--- config.mk ---
export PLATFORM = sky130hd
export DESIGN_NAME = airi5c_dmem_arbiter
export DESIGN_NICKNAME = d
export VERILOG_FILES = /design/src/rtl/airi5c_dmem_arbiter.sv
export SDC_FILE = /design/constraint.sdc
export NUM_CORES = 1
export LEC_CHECK = 0
export ABC_AREA = 1
export ABC_CLOCK_PERIOD_IN_PS = 3020
export BUFFER_PORTS_ARGS = -buffer_cell sky130_fd_sc_hd__buf_2
export CAP_MARGIN = 5
export CELL_PAD_IN_SITES_DETAIL_PLACEMENT = 0
export CELL_PAD_IN_SITES_GLOBAL_PLACEMENT = 1
export CORE_UTILIZATION = 32
export DETAILED_ROUTE_END_ITERATION = 8
export GPL_ROUTABILITY_DRIVEN = 0
export PLACE_DENSITY = 0.85
export SLEW_MARGIN = 20
export SYNTH_ARGS = -nofsm -noshare
export SYNTH_HDL_FRONTEND = slang
export SYNTH_SLANG_ARGS = --single-unit
--- constraint.sdc ---
create_clock -name clk_i -period 3.02 [get_ports clk_i]
set_input_delay 0.453 -clock clk_i [delete_from_list [all_inputs] [get_ports clk_i]]
set_output_delay 0.453 -clock clk_i [all_outputs]
set_load 0.02 [all_outputs]
--- src/rtl/airi5c_dmem_arbiter.sv ---
// Round-robin arbiter between the core LSU and the debug system-bus port for the
// shared data-memory bus: registers the winner, checks alignment, enforces a timeout.
module airi5c_dmem_arbiter #(
  parameter int XPR_LEN        = 32,
  parameter int TIMEOUT_CYCLES = 255
) (
  input  logic               clk_i,
  input  logic               rst_i,

  input  logic               core_req_i,
  input  logic               core_we_i,
  input  logic [1:0]         core_size_i,
  input  logic [XPR_LEN-1:0] core_addr_i,
  input  logic [XPR_LEN-1:0] core_wdata_i,
  output logic               core_ready_o,
  output logic               core_err_o,
  output logic [XPR_LEN-1:0] core_rdata_o,

  input  logic               dbg_req_i,
  input  logic               dbg_we_i,
  input  logic [1:0]         dbg_size_i,
  input  logic [XPR_LEN-1:0] dbg_addr_i,
  input  logic [XPR_LEN-1:0] dbg_wdata_i,
  output logic               dbg_ready_o,
  output logic               dbg_err_o,
  output logic [XPR_LEN-1:0] dbg_rdata_o,

  output logic               mem_req_o,
  output logic               mem_we_o,
  output logic [1:0]         mem_size_o,
  output logic [XPR_LEN-1:0] mem_addr_o,
  output logic [XPR_LEN-1:0] mem_wdata_o,
  input  logic               mem_ready_i,
  input  logic               mem_err_i,
  input  logic [XPR_LEN-1:0] mem_rdata_i,

  output logic [1:0]         grant_o
);

  typedef enum logic [1:0] {IDLE, ACCESS, RESP} state_t;

  localparam logic [7:0] TIMEOUT_LAST = 8'(TIMEOUT_CYCLES - 1);

  state_t             state;
  logic               prio_dbg;
  logic [7:0]         cnt;
  logic [XPR_LEN-1:0] rdata;

  logic               pick_dbg;
  logic               sel_we;
  logic [1:0]         sel_size;
  logic [XPR_LEN-1:0] sel_addr;
  logic [XPR_LEN-1:0] sel_wdata;
  logic               sel_bad;

  function automatic logic misaligned(input logic [1:0] size, input logic [1:0] addr_lo);
    case (size)
      2'd0:    misaligned = 1'b0;
      2'd1:    misaligned = addr_lo[0];
      2'd2:    misaligned = |addr_lo;
      default: misaligned = 1'b1;
    endcase
  endfunction

  // prio_dbg marks which port wins the next tie; it is the opposite of the last winner
  assign pick_dbg  = dbg_req_i & (~core_req_i | prio_dbg);
  assign sel_we    = pick_dbg ? dbg_we_i    : core_we_i;
  assign sel_size  = pick_dbg ? dbg_size_i  : core_size_i;
  assign sel_addr  = pick_dbg ? dbg_addr_i  : core_addr_i;
  assign sel_wdata = pick_dbg ? dbg_wdata_i : core_wdata_i;
  assign sel_bad   = misaligned(sel_size, sel_addr[1:0]);

  assign core_rdata_o = rdata;
  assign dbg_rdata_o  = rdata;

  always_ff @(posedge clk_i) begin
    if (rst_i) begin
      state        <= IDLE;
      prio_dbg     <= 1'b0;
      cnt          <= '0;
      rdata        <= '0;
      grant_o      <= '0;
      core_ready_o <= 1'b0;
      core_err_o   <= 1'b0;
      dbg_ready_o  <= 1'b0;
      dbg_err_o    <= 1'b0;
      mem_req_o    <= 1'b0;
      mem_we_o     <= 1'b0;
      mem_size_o   <= '0;
      mem_addr_o   <= '0;
      mem_wdata_o  <= '0;
    end else begin
      case (state)
        IDLE: begin
          if (core_req_i | dbg_req_i) begin
            mem_we_o    <= sel_we;
            mem_size_o  <= sel_size;
            mem_addr_o  <= sel_addr;
            mem_wdata_o <= sel_wdata;
            grant_o     <= pick_dbg ? 2'b10 : 2'b01;
            if (sel_bad) begin
              // fault locally without touching the bus
              state        <= RESP;
              rdata        <= '0;
              core_ready_o <= ~pick_dbg;
              core_err_o   <= ~pick_dbg;
              dbg_ready_o  <= pick_dbg;
              dbg_err_o    <= pick_dbg;
            end else begin
              state     <= ACCESS;
              mem_req_o <= 1'b1;
              cnt       <= '0;
            end
          end
        end

        ACCESS: begin
          if (mem_ready_i) begin
            state        <= RESP;
            mem_req_o    <= 1'b0;
            rdata        <= mem_we_o ? '0 : mem_rdata_i;
            core_ready_o <= grant_o[0];
            core_err_o   <= grant_o[0] & mem_err_i;
            dbg_ready_o  <= grant_o[1];
            dbg_err_o    <= grant_o[1] & mem_err_i;
          end else if (cnt == TIMEOUT_LAST) begin
            state        <= RESP;
            mem_req_o    <= 1'b0;
            rdata        <= '0;
            core_ready_o <= grant_o[0];
            core_err_o   <= grant_o[0];
            dbg_ready_o  <= grant_o[1];
            dbg_err_o    <= grant_o[1];
          end else begin
            cnt <= cnt + 8'd1;
          end
        end

        RESP: begin
          state        <= IDLE;
          prio_dbg     <= grant_o[0];
          grant_o      <= '0;
          core_ready_o <= 1'b0;
          core_err_o   <= 1'b0;
          dbg_ready_o  <= 1'b0;
          dbg_err_o    <= 1'b0;
        end

        default: state <= IDLE;
      endcase
    end
  end

endmodule

==> reports/metrics.cfg <==
[sta]
max_slew.worst_pin.slew_ns=0.742
finalMaxSlewViolations=0
fin_ws_ns=0.663
fmax_ghz=0.424
grt_setup_unrepaired=no
skew_ns=0.00521
finalHoldViolCount=0
setup_viol=0
min_period_ns=2.36
setup_tns_ns=0
fin_crit_sh_pct=78.1
slew_headroom_pct=50.5

[yosys]
synth.area.top_cells=dfxtp_1 (41%), nand2_1 (22%), a31oi_1 (7.2%), nor2_1 (7.2%), inv_1 (4.5%)
synth_compound_area_share_pct=10.1
syn-mean-instance-area_sq_um=6.61
yosys_warnings=0
synth_cell_types=27
synth_fa_ha_area_share_pct=1.33
synthXorXnorAreaFrac_pct=0
syn_inst=855
synthTopCellsByCount=nand2_1 (332), dfxtp_1 (117), nor2_1 (108)
yosysMostFrequentCell=nand2_1
synthArstFlopShare_pct=0
ys_seq_elements=117
synth_edf_count=0
synth_ff_type=dfxtp_1
synth.cell_area_sq_mm=0.00565
synth_mux_area_share_pct=0
yosys.area_share.simple_pct=33.9
ys_seq_area_share_pct=41.4
synth_top_area_share_pct=41.4
synth_area_leader_cell=dfxtp_1
synth_top_family_by_area=simple AND/OR/NAND/NOR gates
syn_nets=1033

[power]
p_sw_share_pct=40.8
clockPowerShare_pct=30.3
p_seq_share_pct=30.6
p_int_mw=4.23
power_switching_mw=2.92
p_comb_share_pct=39.2
ir_drop_mv=0.391
p_leak_nw=4.02
pwr_density_cell_mw_per_mm2=918

[clocking]
cts_resized=0
cts-buffers-inserted=17
cts_hold_buf=0
clockBufferDepth=2
clock_latency_ns=0.41
clock_tree.root_cell=clkbuf_16
htree_num_levels=4
clock-sinks=117
tritoncts=yes
post_cts_buffers=0
clkTransAtPathRegs_ns=0.06

[placement]
io_buffers=309
pre_cts_ws_ns=0.567
detailed_place_hpwl_um=13300
postPlaceCellArea_sq_mm=0.00715

[critical_path]
r2r_end=core_rdata_o[21]
required_ns=3.33
rrSetupSlack_ns=0.66
worst-path-max-fanout=58
cpMaxStageDelayCell=buf_4
path_delay_family=buffers and inverters
r2r_start=state[1]
start_kind=flop
critical_path.max_stage_delay_ns=0.47
worst-path-buf-inv=5
path_class=reg2reg
end_kind=flop
r2r_cells=12
crit_chain=inv_1 > ha_1 > inv_2 > nor3_2 > inv_2 > nand2_1 > inv_2 > nand3_2 > buf_4 > nand2_1 > nand2_1 > nor2_1
worstSetupStartpoint=state[1]
cp.arrival_ns=2.66

[grt]
grt-ovfl-total=0
grt_pass1_wl_um=28300
grt_max_degree=69
antenna_found_initial=4
track_usage_pct=20.1
grt_pass1_vias=5620

[drt]
dr_total_vias=6072
dr.pass1.iters=4
antenna_left=0
wl_per_cell_um=13.4
drc_errors=0
drt-total-wl_um=18100
vias_per_cell=4.48
drt-initial-drc-count=217

[min_path]
min_from=core_wdata_i[7]
hold_class=in2reg
holdPathStages=3
hold_end=mem_wdata_o[7]

[die]
die_h_um=135
core_sq_mm=0.0173
io-pin-count=310
start_util_pct=32.7
dieArea_sq_mm=0.0182
die_x_um=135
placementRows=48

[final_layout]
fillers=1866
area_growth_pct=37.8
design_area_sq_mm=0.00779
fin_nets=1292
layout-drive-gt1-share_pct=32.7
multi_input_area_sq_mm=0.00258
seq_area_sq_mm=0.00234

[run]
maxCapViolCount=0

[outcome]
status=finished, final reports clean

state kept, by name, indices dropped and copies added (netlist names):
register,cells
cnt,8
core_err_o,1
core_rdata_o,32
core_ready_o,1
dbg_err_o,1
dbg_ready_o,1
grant_o,2
mem_addr_o,32
mem_req_o,1
mem_size_o,2
mem_wdata_o,32
mem_we_o,1
prio_dbg,1
state,2
logic make-up (layout without fill, tap and decap cells):
family,Yosys count,count (layout)
other,0,2
DFF,117,117
and+or+nand+nor,483,483
buffers and inverters,154,426
AOI/OAI and AO/OA,95,95
adders and majority gates,6,6
routing by layer:
metal / up-vias / routed length [um] / GRT usage (%)
met5: - / 26 / 0
met4: 4 / 483 / 8.18
met3: 29 / 1350 / 6.34
met2: 219 / 8640 / 34.2
met1: 2646 / 7610 / 23.2
li1: 3174 / - / -
power groups by stage:
stage,sequential (mW),clock [mW],combinational [mW]
after global placement,2.21,0,2.81
after global routing,2.24,2.30,3.14
after CTS,2.19,2.22,2.84
final,2.19,2.16,2.80
after floorplan,2.61,0,1.70
after detailed placement,2.22,0,2.83
worst max path at each step:
stage                                   to  slack, ns  depth (start not counted)
after floorplan           core_rdata_o[10]       1.30                         13
after global placement    core_rdata_o[21]       0.64                         13
after detailed placement  core_rdata_o[25]       0.57                         13
after CTS                 core_rdata_o[21]       0.67                         12
after global routing      core_rdata_o[25]       0.42                         12
final                     core_rdata_o[21]       0.66                         12
tightest hold or removal path: cells and delay by family:
kind                   cells  cell delay (ns)
AND/OR/NAND/NOR            1             0.05
buffers and inverters      1             0.09
AO/OA/AOI/OAI              1             0.06
area by class of cell:
cell class / count / area share, %
flip-flops and latches: 117 / 30.1
inverters: 74 / 3.57
clock buffers: 17 / 5.46
well taps: 225 / 3.62
multi-input cells: 584 / 33.2
repair buffers: 320 / 21.4
clock inverters: 15 / 2.65
diodes: 2 / 0.0643
stage by stage:
stage	hold slack (ns)	total power [mW]	std cells	utilization, %
final	0.295	7.15	1354	45.0
after detailed placement	0.457	5.05	1320	41.3
after global routing	0.282	7.68	1353	45.0
after floorplan	0.447	4.30	855	-
after CTS	0.273	7.25	1352	45.0
after global placement	0.459	5.02	1320	41.3
layout by cell type (no fill, tap or decap), drive strengths merged:
cell type,n
a21oi,15
a31oi,65
o21ai,12
nor3b,1
nand3b,3
buf,320
clkbuf,17
nand2,334
nand4,10
ha,6
bufinv,4
clkinvlp,2
o211ai,3
dfxtp,117
nor2,111
inv,74
nor3,1
nand3,21
diode,2
clkinv,9
or2,2
Note: power is estimated with default switching activity, not from simulation.
